## src/rtl/icache_axi_refill.sv

```systemverilog
// Instruction-cache line refill over an AXI3 read port: one INCR burst of
// BEATS 32-bit words per request, line handed back with a one-cycle grant.
module icache_axi_refill #(
   parameter logic [3:0]  AR_ID = 4'd0,
   parameter int unsigned BEATS = 8
) (
   input  logic        clk,
   input  logic        rst,
   input  logic        icache_rd_req,
   input  logic [31:0] icache_addr,
   output logic        icache_gnt,
   output logic [31:0] icache_data [0:BEATS-1],
   output logic [3:0]  arid,
   output logic [31:0] araddr,
   output logic [3:0]  arlen,
   output logic [2:0]  arsize,
   output logic [1:0]  arburst,
   output logic        arvalid,
   input  logic        arready,
   input  logic [3:0]  rid,
   input  logic [31:0] rdata,
   input  logic [1:0]  rresp,
   input  logic        rlast,
   input  logic        rvalid,
   output logic        rready
);

   localparam int unsigned CW = $clog2(BEATS);

   typedef enum logic [1:0] {S_IDLE, S_AR, S_RD, S_DONE} state_e;

   state_e        state_q, state_d;
   logic [31:0]   addr_q, addr_d;
   logic [CW-1:0] cnt_q, cnt_d;
   logic          full_q, full_d;
   logic [31:0]   data_q [0:BEATS-1];
   logic [31:0]   data_d [0:BEATS-1];
   logic          arvalid_q, arvalid_d;
   logic          rready_q, rready_d;
   logic          gnt_q, gnt_d;
   logic          beat_ok;
   logic          unused_rresp;

   // Error responses are stored like any other data.
   assign unused_rresp = ^rresp;

   assign beat_ok = rvalid && rready_q && (rid == AR_ID);

   // Next state, line write and registered output decode.
   always_comb begin
      state_d = state_q;
      addr_d  = addr_q;
      cnt_d   = cnt_q;
      full_d  = full_q;
      data_d  = data_q;
      case (state_q)
         S_IDLE: begin
            if (icache_rd_req) begin
               addr_d  = {icache_addr[31:5], 5'b0};
               cnt_d   = '0;
               full_d  = 1'b0;
               state_d = S_AR;
            end
         end
         S_AR: begin
            if (arvalid_q && arready) state_d = S_RD;
         end
         S_RD: begin
            if (beat_ok) begin
               // Once the last word is written, surplus beats are dropped until rlast.
               if (!full_q) begin
                  data_d[cnt_q] = rdata;
                  if (cnt_q == CW'(BEATS - 1)) full_d = 1'b1;
                  else                         cnt_d  = cnt_q + CW'(1);
               end
               if (rlast) state_d = S_DONE;
            end
         end
         S_DONE:  state_d = S_IDLE;
         default: state_d = S_IDLE;
      endcase
      arvalid_d = (state_d == S_AR);
      rready_d  = (state_d == S_RD);
      gnt_d     = (state_d == S_DONE);
   end

   always_ff @(posedge clk or negedge rst) begin
      if (!rst) begin
         state_q   <= S_IDLE;
         addr_q    <= '0;
         cnt_q     <= '0;
         full_q    <= 1'b0;
         arvalid_q <= 1'b0;
         rready_q  <= 1'b0;
         gnt_q     <= 1'b0;
         for (int i = 0; i < int'(BEATS); i++) data_q[i] <= '0;
      end else begin
         state_q   <= state_d;
         addr_q    <= addr_d;
         cnt_q     <= cnt_d;
         full_q    <= full_d;
         arvalid_q <= arvalid_d;
         rready_q  <= rready_d;
         gnt_q     <= gnt_d;
         data_q    <= data_d;
      end
   end

   assign icache_data = data_q;
   assign icache_gnt  = gnt_q;
   assign arvalid     = arvalid_q;
   assign rready      = rready_q;
   assign araddr      = addr_q;
   assign arid        = AR_ID;
   assign arlen       = 4'(BEATS - 1);
   assign arsize      = 3'b010;
   assign arburst     = 2'b01;

endmodule

```

## config.mk

```make
export PLATFORM = sky130hd
export DESIGN_NAME = icache_axi_refill
export DESIGN_NICKNAME = d
export VERILOG_FILES = /design/src/rtl/icache_axi_refill.sv
export SDC_FILE = /design/constraint.sdc
export NUM_CORES = 1
export LEC_CHECK = 0
export ABC_AREA = 1
export CAP_MARGIN = 10
export CELL_PAD_IN_SITES_DETAIL_PLACEMENT = 2
export CELL_PAD_IN_SITES_GLOBAL_PLACEMENT = 2
export CORE_MARGIN = 8
export CORE_UTILIZATION = 28
export DETAILED_ROUTE_END_ITERATION = 8
export PLACE_DENSITY = 0.9
export SETUP_SLACK_MARGIN = 0.3
export SLEW_MARGIN = 20
export SYNTH_ARGS = -nofsm -noshare
export SYNTH_HDL_FRONTEND = slang
export SYNTH_SLANG_ARGS = --single-unit
```

## constraint.sdc

```tcl
create_clock -name clk -period 2.05 [get_ports clk]
set_input_delay 0.205 -clock clk [delete_from_list [all_inputs] [get_ports clk]]
set_output_delay 0.205 -clock clk [all_outputs]
set_load 0.01 [all_outputs]
```

# Yosys cells after proc, flatten, opt, wreduce, memory -nomap -nowiden
# Index checks and enable logic that the tools add are counted.
[classes] bitwise_logic=2 n_reduce_logical=11 addsub=1 order_cmp=2 muxes=18 eq_ne=11
[op_table] op="bitwise mux 256 bit" n=1
[op_table] op="demux 32 bit (select 3 bit)" n=1
[op_table] op="2-to-1 mux 32 bit" n=1
[op_table] op="2-to-1 mux 3 bit" n=4
[op_table] op="== test 2 bit, second input constant" n=4
[op_table] op="2-to-1 mux 2 bit" n=4
[op_table] op="!= test 2 bit, second input constant" n=4
[op_table] op="case mux 2 bit (4 select lines)" n=1
[op_table] op="case mux 3 bit (2 select lines)" n=1
[op_table] op="AND reduction 3 bit" n=2
[op_table] op="AND reduction 5 bit" n=1
[op_table] op="== test 2 x 1 -> 1 bit, second input constant" n=2
[op_table] op="greater-or-equal comparator 4 bit, second input constant" n=1
[op_table] op="logical AND 1 bit" n=4
[op_table] op="logical NOT 4 bit" n=1
[op_table] op="< comparator 4 x 1 -> 1 bit, second input constant" n=1
[op_table] op="2-to-1 mux 1 bit" n=4
[op_table] op="inverter 3 -> 4 bit" n=1
[op_table] op="adder 3 x 1 -> 3 bit, second input constant" n=1
[op_table] op="== test 3 bit, second input constant" n=1
[op_table] op="logical NOT 2 bit" n=1
[op_table] op="case mux 1 bit (2 select lines)" n=1
[op_table] op="AND reduction 2 bit" n=1
[op_table] op="nonzero test 2 bit" n=1
[op_table] op="inverter 1 bit" n=1
[totals] ff_bits=292 word_cells=60 input_bits=76

# Longest topological paths before layout
# Gate-level depths: netlist of the first run.
[depth] word_depth=6 mapped_depth=8 ltp_nobuf=8

# Worst setup path after synthesis of the first run
# Ideal clock, no wire load.
[synth_timing] kind="reg2reg" from="register cnt_q[1]" to="register data_q (netlist bit icache_data[226])" t_arrival_ns=1.299 path_slack_ns=0.634 t_required_ns=1.933 stages_incl_launch_ff=6 setup_time_ns=0.117 cell_sequence="dfrtp_1 -> nor3_2 -> nand4_1 -> clkbuf_1 -> nand2_1 -> nand2_1"
[synth_via] elab_chain_cells=6 word_cells_on_any_way=7
[synth_lines] element="start, declared" line_no="34" source="logic [CW-1:0] cnt_q, cnt_d;"
[synth_lines] element="start signal, assigned" line_no="100" source="cnt_q <= cnt_d;"
[synth_lines] element="inverter 3 -> 4 bit (not written as such) *" line_no="72" source="data_d[cnt_q] = rdata;"
[synth_lines] element="greater-or-equal comparator 4 bit (not written as such) / < comparator 4 x 1 -> 1 bit (equally long branches)" line_no="72"
[synth_lines] element="logical AND 1 bit (not written as such)" line_no="72"
[synth_lines] element="2-to-1 mux 32 bit (not written as such)" line_no="72"
[synth_lines] element="demux 32 bit (select 3 bit) *" line_no="72"
[synth_lines] element="bitwise mux 256 bit *" line_no="72"
[synth_lines] element="end signal, assigned" line_no="105" source="data_q <= data_d;"
[synth_lines] element="end, declared" line_no="36" source="logic [31:0] data_q [0:BEATS-1];"
# Mark *: on every way between the ends. The rest lies on a longest branch, timed or not.
# A chain may end at the register's enable or synchronous reset.

# Worst setup path after layout of the first run
[layout_timing] from="register data_q (netlist bit icache_data[229])" to="output icache_data[229] (netlist name)"
[layout_lines] element="end, declared" line_no="12" source="output logic [31:0] icache_data [0:BEATS-1],"
# No word-level cell between the ends.

==> run summary, run 1 <==
OUTCOME
--------------------------------------------------------------------------------
Status ............................................................    completed

PLACED DESIGN
--------------------------------------------------------------------------------
Last weighted congestion value of the routability-driven placer ...        0.762
IO buf count ......................................................          354
Post-detail-place hpwl ............................................      40.3 mm

CRITICAL PATH
--------------------------------------------------------------------------------
Worst EP required .................................................      1.85 ns
Critical path class ............................................... flip-flop to output port
Kind of end point of the critical path ............................  output port
Worst Setup Start Kind ............................................    flip-flop
Startpoint of the worst-slack reg-to-reg timing path ..............     cnt_q[1]
Worst path buffer plus inverter count .............................            1
Largest delay share family, worst path ............................ buffers and inverters
Slowest stage cell on the critical path ........................... clkdlybuf4s50_1
Largest stage delay, worst path ...................................      0.58 ns
WP data arrival ...................................................      1.51 ns
Cell Chain, Critical Path ......................................... clkdlybuf4s50_1
Flop2flop setup slack .............................................      0.39 ns
Capturing point of the worst reg2reg path ......................... icache_data[99]
Worst-path fanout max .............................................            2
Depth of the worst register-to-register path ......................            6

GLOBAL ROUTE
--------------------------------------------------------------------------------
Final global-route overflow total .................................            0
Overall Global Routing Usage ......................................        0.229
Number of antenna violations at the first check in global routing .            0
Pin count of the biggest net entering global routing ..............           91
First-pass GRT wire length ........................................      88.5 mm
Number of global-route vias before repair .........................        13500

CLOCK NETWORK
--------------------------------------------------------------------------------
TritonCTS clock tree ..............................................        built
Total number of clock tree sinks ..................................          292
Buffer type at the clock tree root ................................    clkbuf_16
Maximum root-to-sink buffer count .................................            3
CTS HTree Levels ..................................................            2
Clock insertion delay at the later pin of the skew report .........      0.54 ns
Clk pin slew, worst setup/hold paths ..............................      0.06 ns
TritonCTS buffer count ............................................           36

PWR
--------------------------------------------------------------------------------
Static Leakage ....................................................      9.09 nW
Largest voltage drop on the vdd net ...............................     0.656 mV
Power density of the placed cells .................................  882 nW/um^2
Overall power after layout ........................................     0.0159 W

FLOORPLANNING
--------------------------------------------------------------------------------
Die footprint .....................................................   51000 um^2
Die width .........................................................       226 um
Core Box Area .....................................................   43800 um^2
Top-level I/O count ...............................................          380
Number of placement rows ..........................................           77
Die extent in y ...................................................       226 um
Starting utilization of the core area .............................        0.281

TIMING
--------------------------------------------------------------------------------
Post-route clock period utilization ...............................        0.835
Number of endpoints with negative hold slack in the final report ..            0
Slew @ Worst Pin ..................................................     0.747 ns
Count of endpoints failing setup in the final report ..............            0
Worst Skew ........................................................    0.0187 ns
Setup repair after global routing missed its margin ...............        false
Pins over their slew limit ........................................            0
Worst slew margin .................................................        0.502
Post-layout minimum cycle time ....................................      1.71 ns
Worst hold slack after final layout ...............................     0.285 ns
Max frequency .....................................................    0.584 GHz
Setup tns final ...................................................         0 ns

SYNTHESIS
--------------------------------------------------------------------------------
Register bit total from synthesis .................................          292
Warnings, synthesis ...............................................            0
Cell count after synthesis ........................................         1327
Fraction of the yosys area taken by sequential cells ..............        0.593
Mean area per synthesized cell ....................................    9.29 um^2
Post-synthesis cell type count ....................................           21
Post-synthesis instance area ......................................   12300 um^2

WORST HOLD PATH
--------------------------------------------------------------------------------
Path class of the lowest-slack min-delay path ..................... input port to asynchronous set/reset pin

LAYOUT
--------------------------------------------------------------------------------
Layout filler cell count ..........................................         4635
Final core occ ....................................................        0.410
Share of layout cells above drive strength 1 ......................        0.100
Commonest non-fill, non-tap cell in the layout ....................      nand2_1
Area growth syn-to-layout .........................................        45.9%
Final Net Count ...................................................         1720
Antenna diodes ....................................................            0
Leading cell types in the layout, fill and taps excluded .......... 528 x nand2_1, 323 x clkdlybuf4s50_1, 289 x dfrtp_1, 266 x nand4_1, 40 x buf_4

DETAILED ROUTING
--------------------------------------------------------------------------------
Pre-Repair DR Iteration Count .....................................            5
Total vias in the final route .....................................        11800
Initial detailed-routing violation count ..........................          720
Routed vias/inst ..................................................         5.21
Detailed-route DRC error count ....................................            0
Routed wire length ................................................      59.3 mm
Average detailed-routed wire length per instance ..................      26.3 um
Final antenna-violating net count .................................            0

FLOW RUN
--------------------------------------------------------------------------------
Reported max-cap violation count ..................................            0

[where the power goes]
group / leakage, nW / switching (W) / internal [W]
registers: 3.99 / 0.000346 / 0.00619
clock network: 0.582 / 0.00260 / 0.00395
logic: 4.52 / 0.00152 / 0.00125
[flip-flops by register name, summed over array words and instances (netlist names)]
| register | count |
|---|---|
| state_q | 2 |
| icache_data | 256 |
| icache_gnt | 1 |
| araddr | 27 |
| arvalid | 1 |
| rready | 1 |
| full_q | 1 |
| cnt_q | 3 |
[cell type report]
cell class                      count  area (um^2)  area share
Timing Repair Buffer              420         4390       0.244
Sequential cell                   292         7310       0.407
Multi-Input combinational cell    877         4290       0.239
Tap cell                          592          741      0.0412
Inverter                           15         63.8     0.00355
Clock buffer                       50         1050      0.0587
Clock inverter                     10          130     0.00724
[repair_timing]
item,in CTS,in global routing
hold endpoints to repair,68,0
pin swaps,0,2
gates resized for setup,19,22
buffers inserted,0,4
hold buffers,1,0
setup endpoints to repair,122,234
gates cloned,0,1
[stage by stage]
stage,std cells,cell area (um^2),setup WS [ns]
after floorplan,1343,12400,0.634
after global placement,2190,16700,0.0937
after detailed placement,2190,16700,-0.114
after CTS,2251,17900,0.301
after global routing,2256,18000,0.260
final,2256,18000,0.339
[layer usage]
layer | wire length (um) | up-vias | GRT usage
met5 | 0 | - | 0
met4 | 2330 | 0 | 0.101
met3 | 4360 | 124 | 0.0669
met2 | 29100 | 443 | 0.389
met1 | 23600 | 6133 | 0.267
li1 | - | 5056 | -
[logic make-up (layout without fill, tap and decap cells)]
family / Yosys count / in the layout / share of synthesized area
fa+ha+maj: 2 / 2 / 0.00203
flops: 292 / 292 / 0.593
simple gates: 827 / 827 / 0.310
compound gates: 3 / 3 / 0.00122
mux: 27 / 27 / 0.0247
other cells: 2 / 18 / 0.000609
buf+inv: 174 / 495 / 0.0684
[Yosys cell counts, drive strengths merged]
master  instances  area, um^2
a21oi           1        5.00
buf            89         484
clkbuf         70         303
conb            2        7.51
dfrtp         292        7310
ha              2        25.0
inv            15        56.3
mux2           27         304
nand2         529        1990
nand3          10        50.1
nand4         266        1660
nor2           20         100
nor3            2        26.3
o21ai           2        10.0
[worst max-delay path by stage]
stage	from	endpoint	slack (ns)	depth (start not counted)
2_1_floorplan	cnt_q[1]	icache_data[226]	0.63	5
3_3_place_gp	rid[3]	icache_data[22]	0.09	8
3_5_place_dp	rid[2]	icache_data[54]	-0.11	8
4_1_cts	icache_data[36]	icache_data[36]	0.30	1
5_1_grt	state_q[1]	icache_data[54]	0.26	7
6_report	icache_data[229]	icache_data[229]	0.34	1
Power figures use the tool's default switching activity.
==> run 2, diff against run 1 <==
--- a/config.mk
+++ b/config.mk
@@ -10,9 +10,9 @@
 export CELL_PAD_IN_SITES_DETAIL_PLACEMENT = 2
 export CELL_PAD_IN_SITES_GLOBAL_PLACEMENT = 2
 export CORE_MARGIN = 8
-export CORE_UTILIZATION = 28
+export CORE_UTILIZATION = 25
 export DETAILED_ROUTE_END_ITERATION = 8
-export PLACE_DENSITY = 0.9
+export PLACE_DENSITY = 0.85
 export SETUP_SLACK_MARGIN = 0.3
 export SLEW_MARGIN = 20
 export SYNTH_ARGS = -nofsm -noshare
==> constraint.sdc (replaced) <==
create_clock -name clk -period 1.4 [get_ports clk]
set_input_delay 0.14 -clock clk [delete_from_list [all_inputs] [get_ports clk]]
set_output_delay 0.14 -clock clk [all_outputs]
set_load 0.01 [all_outputs]
==> run 2 against run 1 <==
The flow now finishes with violations (setup timing); clock skew up 0.0095 ns; register-to-register slack lost 0.70 ns; hold slack got worse by 0.10 ns; die area grew 11%; routed wire length increased by 30%; count of clock-buffer cells in the layout rose by 3; combinational power up 85%; clock power increased by 43%; non-clock buffer count up 259; largest power group is now registers.
==> run summary, run 2 (synthesized netlist as in run 1, its figures left out) <==
OUTCOME
----------------------------------------------------------------------------------
Status .............................................................. finished with violations
Failing checks ...................................................... setup timing

PLACED DESIGN
----------------------------------------------------------------------------------
Last weighted congestion value of the routability-driven placer .....        0.805
Placed insts ........................................................         2323
IO buf count ........................................................          354
Place WS ............................................................    -0.638 ns
Total cell area at the placement stage ..............................   17400 um^2
Post-detail-place hpwl ..............................................      42.2 mm

TIMING
----------------------------------------------------------------------------------
Number of endpoints with negative hold slack in the final report ....            0
Setup ws final ......................................................    -0.309 ns
Setup repair after global routing missed its margin .................         true
Slew @ Worst Pin ....................................................     0.627 ns
Worst hold slack after final layout .................................     0.184 ns
Pins over their slew limit ..........................................            0
Count of endpoints failing setup in the final report ................          286
Max frequency .......................................................    0.585 GHz
Post-layout minimum cycle time ......................................      1.71 ns
Post-route clock period utilization .................................         1.22
Worst Skew ..........................................................    0.0282 ns
Worst slew margin ...................................................        0.582

LAYOUT
----------------------------------------------------------------------------------
Cell Count, Final, Fillers Out ......................................         2591
Final cell area excluding filler cells ..............................   21200 um^2
Leading cell types in the layout, fill and taps excluded ............ 348 x nand2_1, 288 x dfrtp_1, 266 x nand4_1, 214 x buf_4, 156 x buf_6
Share of layout cells above drive strength 1 ........................        0.455
Commonest non-fill, non-tap cell in the layout ......................      nand2_1
Final core occ ......................................................        0.433
Area growth syn-to-layout ...........................................        71.6%
Final Net Count .....................................................         1979
Layout filler cell count ............................................         5067
Flip-flop count of the largest register, all copies and words added .          256

DETAILED ROUTING
----------------------------------------------------------------------------------
Detailed-route DRC error count ......................................            0
Pre-Repair DR Iteration Count .......................................            5
Final antenna-violating net count ...................................            0
Total vias in the final route .......................................        13500
Routed vias/inst ....................................................         5.21
Average detailed-routed wire length per instance ....................      29.7 um
Routed wire length ..................................................      76.9 mm
Initial detailed-routing violation count ............................          893

GLOBAL ROUTE
----------------------------------------------------------------------------------
Final global-route overflow total ...................................            0
Number of global-route vias before repair ...........................        14300
First-pass GRT wire length ..........................................      93.7 mm
Overall Global Routing Usage ........................................        0.216
Pin count of the biggest net entering global routing ................           64
Number of antenna violations at the first check in global routing ...            0

CLOCK NETWORK
----------------------------------------------------------------------------------
Maximum root-to-sink buffer count ...................................            3
Buffer type at the clock tree root ..................................    clkbuf_16
Total number of clock tree sinks ....................................          292
CTS HTree Levels ....................................................            2
TritonCTS clock tree ................................................        built
TritonCTS buffer count ..............................................           36
Clock insertion delay at the later pin of the skew report ...........      0.55 ns
Clk pin slew, worst setup/hold paths ................................      0.07 ns

PWR
----------------------------------------------------------------------------------
Static Leakage ......................................................      11.1 nW
Largest voltage drop on the vdd net .................................     0.962 mV
Power density of the placed cells ................................... 1140 nW/um^2

CRITICAL PATH
----------------------------------------------------------------------------------
Critical path class ................................................. flip-flop to flip-flop
Worst EP required ...................................................      1.86 ns
Worst-path fanout max ...............................................           10
WP data arrival .....................................................      2.16 ns
Kind of end point of the critical path ..............................    flip-flop
Worst Setup Start Kind ..............................................    flip-flop

FLOORPLANNING
----------------------------------------------------------------------------------
Core Box Area .......................................................   48800 um^2
Starting utilization of the core area ...............................        0.252
Die extent in y .....................................................       238 um
Die width ...........................................................       238 um
Number of placement rows ............................................           81
Top-level I/O count .................................................          380
Die footprint .......................................................   56700 um^2

WORST HOLD PATH
----------------------------------------------------------------------------------
Path class of the lowest-slack min-delay path ....................... input port to asynchronous set/reset pin

FLOW RUN
----------------------------------------------------------------------------------
Reported max-cap violation count ....................................            0

## run 2: cell count changes in the layout (fill, tap and decap cells not counted), moves of 7 or more
cell             previous run  this run
buf_4                      40       214
clkdlybuf4s50_1           323        67
clkbuf_16                  38        65
nand2_1                   528       348
nand2_2                     1       115
buf_6                       1       156
clkbuf_2                    0        77
dlymetal6s2s_1             16         0
dlygate4sd2_1              14        21
buf_2                       0        60
nand2_4                     0        66
buf_12                     21        42
## run 2: metal layers
layer,global-route usage,wire (um),share of wire
met1,0.250,28800,0.38
met2,0.375,38900,0.51
met3,0.0680,5880,0.077
met4,0.0739,3220,0.042
met5,0,0,0
## run 2: final timing paths
kind	end	depth (start not counted)	startpoint	slack, ns
max in group asynchronous	araddr[18]	3	rst	0.46
hold reg to reg	icache_data[18]	2	icache_data[18]	0.47
setup / recovery	icache_data[104]	9	rready	-0.31
hold / removal	icache_data[100]	2	rst	0.18
min in group clk	araddr[13]	2	icache_addr[13]	0.23
setup reg to reg	icache_data[104]	9	rready	-0.31
## run 2: metrics by stage
step           TNS (ns)  power, W
2_1_floorplan         0    0.0112
6_report         -52.61    0.0240
5_1_grt          -69.94    0.0248
4_1_cts          -22.99    0.0232
3_3_place_gp    -102.00    0.0139
3_5_place_dp    -138.81    0.0142
## run 2: cell type report
type	count	area [um^2]	share of cell area
antenna	1	2.50	0.000118
clock buffer	53	1040	0.0490
clock inverter	10	82.6	0.00390
inverter	15	66.3	0.00314
multi-input combinational	877	5110	0.242
sequential	292	7310	0.346
tap	664	831	0.0393
timing repair buffer	679	6710	0.317
## run 2: where the power goes
| part | internal, W | switching [W] |
|---|---|---|
| sequential | 0.00906 | 0.000504 |
| combinational | 0.00240 | 0.00273 |
| clock | 0.00532 | 0.00403 |
| total | 0.0168 | 0.00726 |
## run 2: worst max-delay path, stage by stage (launching register included)
cell and delay, ns:
dfrtp_1 0.39, nand2_2 0.12, inv_2 0.08, nand3_2 0.09
nor2_4 0.13, buf_12 0.17, buf_12 0.17, buf_12 0.14
nand4_1 0.14, nand2_1 0.19
## run 2: repair_timing
item,CTS,global route
endpoints found under the hold margin,43,0
resized for setup,865,665
hold buffers,1,0
setup endpoints to repair,578,578
pin swaps,32,57
buffers inserted,67,95
gates cloned,1,40
